==> config.mk <==
export PLATFORM = sky130hd
export DESIGN_NAME = pipe_hazard_ctrl
export DESIGN_NICKNAME = d
export VERILOG_FILES = /design/src/rtl/pipe_hazard_ctrl.sv
export SDC_FILE = /design/constraint.sdc
export NUM_CORES = 1
export LEC_CHECK = 0
export ABC_AREA = 1
export CAP_MARGIN = 0
export CORE_MARGIN = 2
export CORE_UTILIZATION = 30
export CTS_CLUSTER_SIZE = 16
export DETAILED_ROUTE_END_ITERATION = 12
export SYNTH_ARGS = -nofsm -noshare
export SYNTH_HDL_FRONTEND = slang
export SYNTH_SLANG_ARGS = --single-unit
==> constraint.sdc <==
create_clock -name clk -period 2 [get_ports clk]
set_input_delay 0.2 -clock clk [delete_from_list [all_inputs] [get_ports clk]]
set_output_delay 0.2 -clock clk [all_outputs]
set_load 0.02 [all_outputs]
==> src/rtl/pipe_hazard_ctrl.sv <==
// Pipeline stall/flush controller: load-use and branch-operand interlocks over
// NBACK back-end stages, mul/div hold FSM, ID re-decode flag, stall counter.
module pipe_hazard_ctrl #(
  parameter int NBACK = 3,
  parameter int REGW  = 5,
  parameter int CNTW  = 16,
  localparam int NPR  = NBACK + 1
) (
  input  logic                    clk,
  input  logic                    reset,
  input  logic                    id_valid,
  input  logic                    id_branch,
  input  logic                    id_rs_ren,
  input  logic                    id_rt_ren,
  input  logic [REGW-1:0]         id_rs,
  input  logic [REGW-1:0]         id_rt,
  input  logic                    ex_rs_ren,
  input  logic                    ex_rt_ren,
  input  logic [REGW-1:0]         ex_rs,
  input  logic [REGW-1:0]         ex_rt,
  input  logic                    ex_md_start,
  input  logic                    md_done,
  input  logic [NBACK-1:0]        stg_regwen,
  input  logic [NBACK*REGW-1:0]   stg_wreg,
  input  logic [NBACK-1:0]        stg_ready,
  input  logic                    exc_oc,
  input  logic                    perf_clr,
  output logic [NPR-1:0]          stall,
  output logic [NPR-1:0]          refresh,
  output logic                    id_recode,
  output logic                    md_busy,
  output logic                    md_cancel,
  output logic [CNTW-1:0]         stall_cnt
);

  typedef enum logic {MD_IDLE, MD_BUSY} md_state_e;

  md_state_e        md_state;
  logic [NBACK-1:0] eff_ready;
  logic             ex_haz;
  logic             br_haz;
  logic             md_start;
  logic             md_hold;

  // Scanning oldest to youngest lets the youngest match overwrite older ones.
  function automatic logic src_haz(
    input logic [REGW-1:0]       src,
    input int                    first,
    input logic [NBACK-1:0]      regwen,
    input logic [NBACK*REGW-1:0] wreg,
    input logic [NBACK-1:0]      ready
  );
    logic haz;
    haz = 1'b0;
    for (int k = NBACK - 1; k >= first; k--) begin
      if (regwen[k] && (wreg[k*REGW +: REGW] == src)) haz = !ready[k];
    end
    return haz && (src != '0);
  endfunction

  // The oldest stage is writing back, so its result is always available.
  assign eff_ready = stg_ready | {1'b1, {(NBACK-1){1'b0}}};

  always_comb begin
    ex_haz = (ex_rs_ren && src_haz(ex_rs, 1, stg_regwen, stg_wreg, eff_ready)) ||
             (ex_rt_ren && src_haz(ex_rt, 1, stg_regwen, stg_wreg, eff_ready));
    br_haz = id_valid && id_branch && !ex_haz &&
             ((id_rs_ren && src_haz(id_rs, 0, stg_regwen, stg_wreg, eff_ready)) ||
              (id_rt_ren && src_haz(id_rt, 0, stg_regwen, stg_wreg, eff_ready)));
  end

  assign md_start  = (md_state == MD_IDLE) && ex_md_start && !ex_haz && !exc_oc;
  assign md_hold   = md_start || ((md_state == MD_BUSY) && !md_done && !exc_oc);
  assign md_busy   = (md_state == MD_BUSY);
  assign md_cancel = (md_state == MD_BUSY) && exc_oc && !reset;

  // NOTE: every output gets a default before the priority chain so no path
  // leaves a bit unassigned, which would otherwise infer a latch.
  always_comb begin
    stall   = '0;
    refresh = '0;
    if (exc_oc) begin
      refresh = {1'b0, {(NPR-1){1'b1}}};
    end else if (ex_haz || md_hold) begin
      stall[0]   = 1'b1;
      stall[1]   = 1'b1;
      refresh[2] = 1'b1;
    end else if (br_haz) begin
      stall[0]   = 1'b1;
      refresh[1] = 1'b1;
    end else begin
      refresh[1] = !id_valid;
    end
  end

  // NOTE: state uses non-blocking assignments so every register samples
  // pre-edge values regardless of statement order.
  always_ff @(posedge clk) begin
    if (reset) begin
      md_state  <= MD_IDLE;
      id_recode <= 1'b0;
      stall_cnt <= '0;
    end else begin
      case (md_state)
        MD_IDLE: if (md_start) md_state <= MD_BUSY;
        MD_BUSY: if (md_done || exc_oc) md_state <= MD_IDLE;
        default: md_state <= MD_IDLE;
      endcase
      id_recode <= !exc_oc && (ex_haz || md_hold || br_haz);
      if (perf_clr)
        stall_cnt <= '0;
      else if (stall[0] && (stall_cnt != {CNTW{1'b1}}))
        stall_cnt <= stall_cnt + {{(CNTW-1){1'b0}}, 1'b1};
    end
  end

endmodule
Word-level counts from Yosys, hierarchy flattened --
Index checks and enable logic that the tools add are counted.
Word-level totals: register bits 18, input port bits 53, output and inout bits 27, word-level logic and storage cells 73
Operators by class: add/subtract/negate cells 1, eq/ne operators 7, mux-type cells 17, bitwise logic cells 1, reduce and logical (&&, ||, !) cells 44
Operators with widths (count):
- == test 5 bit | 6
- logical AND 1 bit | 26
- nonzero test 5 bit | 4
- adder 16 x 1 -> 16 bit (second input constant) | 1
- inequality test 16 bit (second input constant) | 1
- two-way mux 1 bit | 14
- zero test 1 bit | 7
- logical OR 1 bit | 6
- two-way mux 2 bit | 2
- case mux 1 bit (2 select lines) | 1
- OR reduction 2 bit | 1
- NOT 1 bit | 1

Logic depth before layout (Yosys ltp) --
depth in word-level cells 14, mapped depth 15, mapped depth without buffers 14

Worst setup path after synthesis --
Ideal clock, no wire load.
path kind register to register, start register stall_cnt[0], end register stall_cnt[0], data arrival time 1.731 ns, required time 1.884 ns, path slack 0.154 ns, cell stages (with the launch flop) 10, cell sequence dfxtp_1 -> ha_1 -> nand4_1 -> inv_2 -> nand2_2 -> nor2_4 -> nand3_4 -> buf_4 -> a21oi_1 -> nor2_1
Between the ends: cells in the longest elaborated chain, start to end 2
RTL lines:
- start, declared | RTL line 33 | output logic [CNTW-1:0] stall_cnt
- start signal, assigned | RTL line 113 | stall_cnt <= stall_cnt + {{(CNTW-1){1'b0}}, 1'b1};
- branches (longest 2 deep; another with adder 16 x 1 -> 16 bit)
Several ways; the timed one is not identified. A chain may end at the register's enable or synchronous reset.

Worst setup path after layout --
start input exc_oc, end output md_cancel
Between the ends: cells in the longest elaborated chain, start to end 2
RTL lines:
- start, declared | RTL line 26 | input logic exc_oc,
- logical AND 1 bit (2 in series) | RTL line 75 | assign md_cancel = (md_state == MD_BUSY) && exc_oc && !reset;
- end, declared | RTL line 32 | output logic md_cancel,
No other way between the ends.

==> metrics.txt <==
CP dominant cell by count=clkdlybuf4s50_1; Post-synth EDFFs=0; Netlist Area Pre-Place=1869 sq um; Synth Area in Adders=0.006693; PwrDens=338.0 nW/um^2; sequential fraction of the synthesis area=0.1928; Worst EP arrival=1.71 ns; TritonCTS clock tree=yes; largest family of logic cells by synthesized area=simple AND/OR/NAND/NOR gates; layout cells sized above 1=0.1962; Sink Count=18; Synth warnings=0; Setup Viol. Count Final=0; CP startpoint kind=primary input; Inserted Clock Buffers=3; HPWL Detailed=4562 um; Total Routed Length=5634 um; pin count of the biggest net entering global routing=15; first drt pass iteration count=4; fraction of synthesized area in multiplexers=0; row cnt=28; xor and xnor fraction of the mapped netlist area=0.06091; syn avg cell area=5.769 sq um; GR Overflow Total=0; Tot GR Track Use=0.1623; post-synth cell types=29; Synth Flop Type=dfxtp_1; Inserted Diodes=0; critical path type=in -> out; Max Cap Viol=0; register-to-register setup slack=0.18 ns; outcome=finished clean; Root Buffer Master=clkbuf_8; GPL Wtd Cong=0.8951; Chip Width=82.94 um; endpoints failing hold=0; crit-path max FO=5; top-count cell post-synth=nand2_1; Worst Hold Path EP=stall_cnt[15]; Worst Skew=0.001854 ns; Area Overhead vs Synth=56.63%; min-delay src=stall_cnt[15]; DP Area=2765 sq um; initial antenna violation count=0; Buffers & Inverters on Critical Path=4; vias per inst=4.481; initial core utilization=0.3139; first-pass GRT wire length=9570 um; CTS Hold Bufs=0; Util after Layout=0.4916; Synth area leader=nand2_1; capturing point of the worst reg2reg path=stall_cnt[12]; H-tree levels=1; area share of and/or/nand/nor cells after synthesis=0.5127; fin crit period=1.907 ns; Worst setup EP type=output pin; CP top delay family=buffers and inverters; Synth Area in Compound Gates=0.08768; CP max stage cell=clkdlybuf4s50_1; P_leak=1.452 nW; Slew headroom=0.6039; Reg clk slew, reported paths=0.07 ns; max incr delay on CP=0.64 ns; Fmax=524.4 MHz; Slew @ Worst Pin=0.5935 ns; Fin Setup TNS=0 ns; R2R depth=11; Final period util=0.9535; number of global-route vias before repair=2,147; design area=2928 sq um; die area=6878 sq um; Post-Synthesis Cells=324; Synth area leaders=nand2_1, dfxtp_1, inv_1; max-slew violation count=0; #FFs+latches synth=18; worst IR drop on VDD=337.0 uV; Hold Path Cell Cnt=2; Die Span Y=82.94 um; critical path cell sequence=clkdlybuf4s50_1 -> inv_1 -> buf_4 -> nor3_1 -> clkdlybuf4s50_1; 1st-iter DRT viols=90; Post-synth top cells=nand2_1, inv_1, nor2_1; core box area=5956 sq um; drt drc=0; Ports=80; post-route ant nets=0; Synth top area share=0.2289; Post-layout nets=473; FF-to-FF Start=stall_cnt[0]; drt wl/cell=11.43 um; FFs w/ async S/R, synth=0; Max Buffers Root-to-Sink=2; Worst Hold Class=reg -> reg; CP required=1.80 ns; PortBufs=69; later-pin clock latency in the skew report=0.25 ns; vias post-DR=2,209
logic make-up (layout without fill, tap and decap cells):
logic type	after synthesis	count (layout)
compound gates	26	26
xor+xnor	13	13
fa+ha+maj	1	1
buf+inv	55	147
flops	18	18
other cells	1	3
simple gates	210	210
cell usage in the layout, fill, tap and decap left out, drive strengths merged:
master         netlist  final
dfxtp               18     18
dlygate4sd2          0      5
nand3b               1      1
nor3                 4      4
buf                  8     32
xor2                 8      8
xnor2                5      5
ha                   1      1
inv                 46     46
a21boi               1      1
o21ai                6      6
a21oi               18     18
nand3               37     37
clkdlybuf4s50        0     41
a31oi                1      1
dlymetal6s2s         0     19
nor2                42     42
nand4                7      7
clkbuf               1      4
nand2              119    119
conb                 1      3
metal layers:
layer	vias up	wire length [um]	GRT usage
li1	1194	-	-
met2	50	2841	0.2984
met5	-	0	0
met4	0	61	0.03428
met3	4	219	0.02087
met1	961	2511	0.2007
state kept, by name, indices dropped and copies added (netlist names):
| name | cells |
|---|---|
| id_recode | 1 |
| stall_cnt | 16 |
| md_busy | 1 |
area by class of cell:
cell class / instances / area [sq um]
Multi-Input combinational cell: 253 / 1299
Fill cell: 625 / 3028
Inverter: 46 / 172.7
Clock buffer: 4 / 55.05
Timing Repair Buffer: 97 / 947.2
Sequential cell: 18 / 360.3
Tap cell: 75 / 93.84
where the power goes:
| group | internal, mW | total, mW | switching (mW) | leakage (nW) |
|---|---|---|---|---|
| Sequential | 0.361 | 0.362 | 0.00132 | 0.145 |
| Clock | 0.175 | 0.299 | 0.124 | 0.0288 |
| Combinational | 0.160 | 0.329 | 0.169 | 1.28 |
worst reg2reg max path: stages (launching register included):
cell and delay, ns:
dfxtp_1 0.33, ha_1 0.22, nand4_1 0.18, inv_2 0.12, nand2_2 0.08, nor2_4 0.14
nand3_4 0.17, buf_4 0.25, nand2_1 0.06, nand3b_1 0.09, nand2_1 0.05, nor2_1 0.08
how the worst max path moves through the flow:
stage | endpoint | cells after the start | slack [ns] | start
floorplan | stall_cnt[0] | 9 | 0.15 | stall_cnt[0]
global placement | refresh[1] | 12 | -0.48 | id_rs[4]
detailed placement | refresh[1] | 12 | -0.48 | id_rs[4]
CTS | refresh[1] | 12 | 0.002 | id_rt[1]
global route | refresh[1] | 12 | -0.01 | stg_wreg[0]
finish | md_cancel | 5 | 0.09 | exc_oc
repair_timing:
action                                  4_1_cts  5_1_grt
gates cloned                                  0        0
endpoints found under the setup margin       19       20
buffers inserted                              0        3
pin swaps                                     0       12
resized for setup                            23       38
metrics by stage:
| stage | hold WS [ns] | cells | worst slack (ns) | total power [mW] |
|---|---|---|---|---|
| after CTS | 0.4939 | 490 | 0.001948 | 0.9936 |
| after detailed placement | 0.4824 | 486 | -0.4794 | 0.6927 |
| final | 0.4912 | 493 | 0.09307 | 0.9897 |
| after global routing | 0.5192 | 493 | -0.01357 | 1.052 |
| after floorplan | 0.2691 | 326 | 0.1536 | 0.5251 |
| after global placement | 0.4753 | 486 | -0.4793 | 0.6915 |
Note: power is estimated with default switching activity, not from simulation.
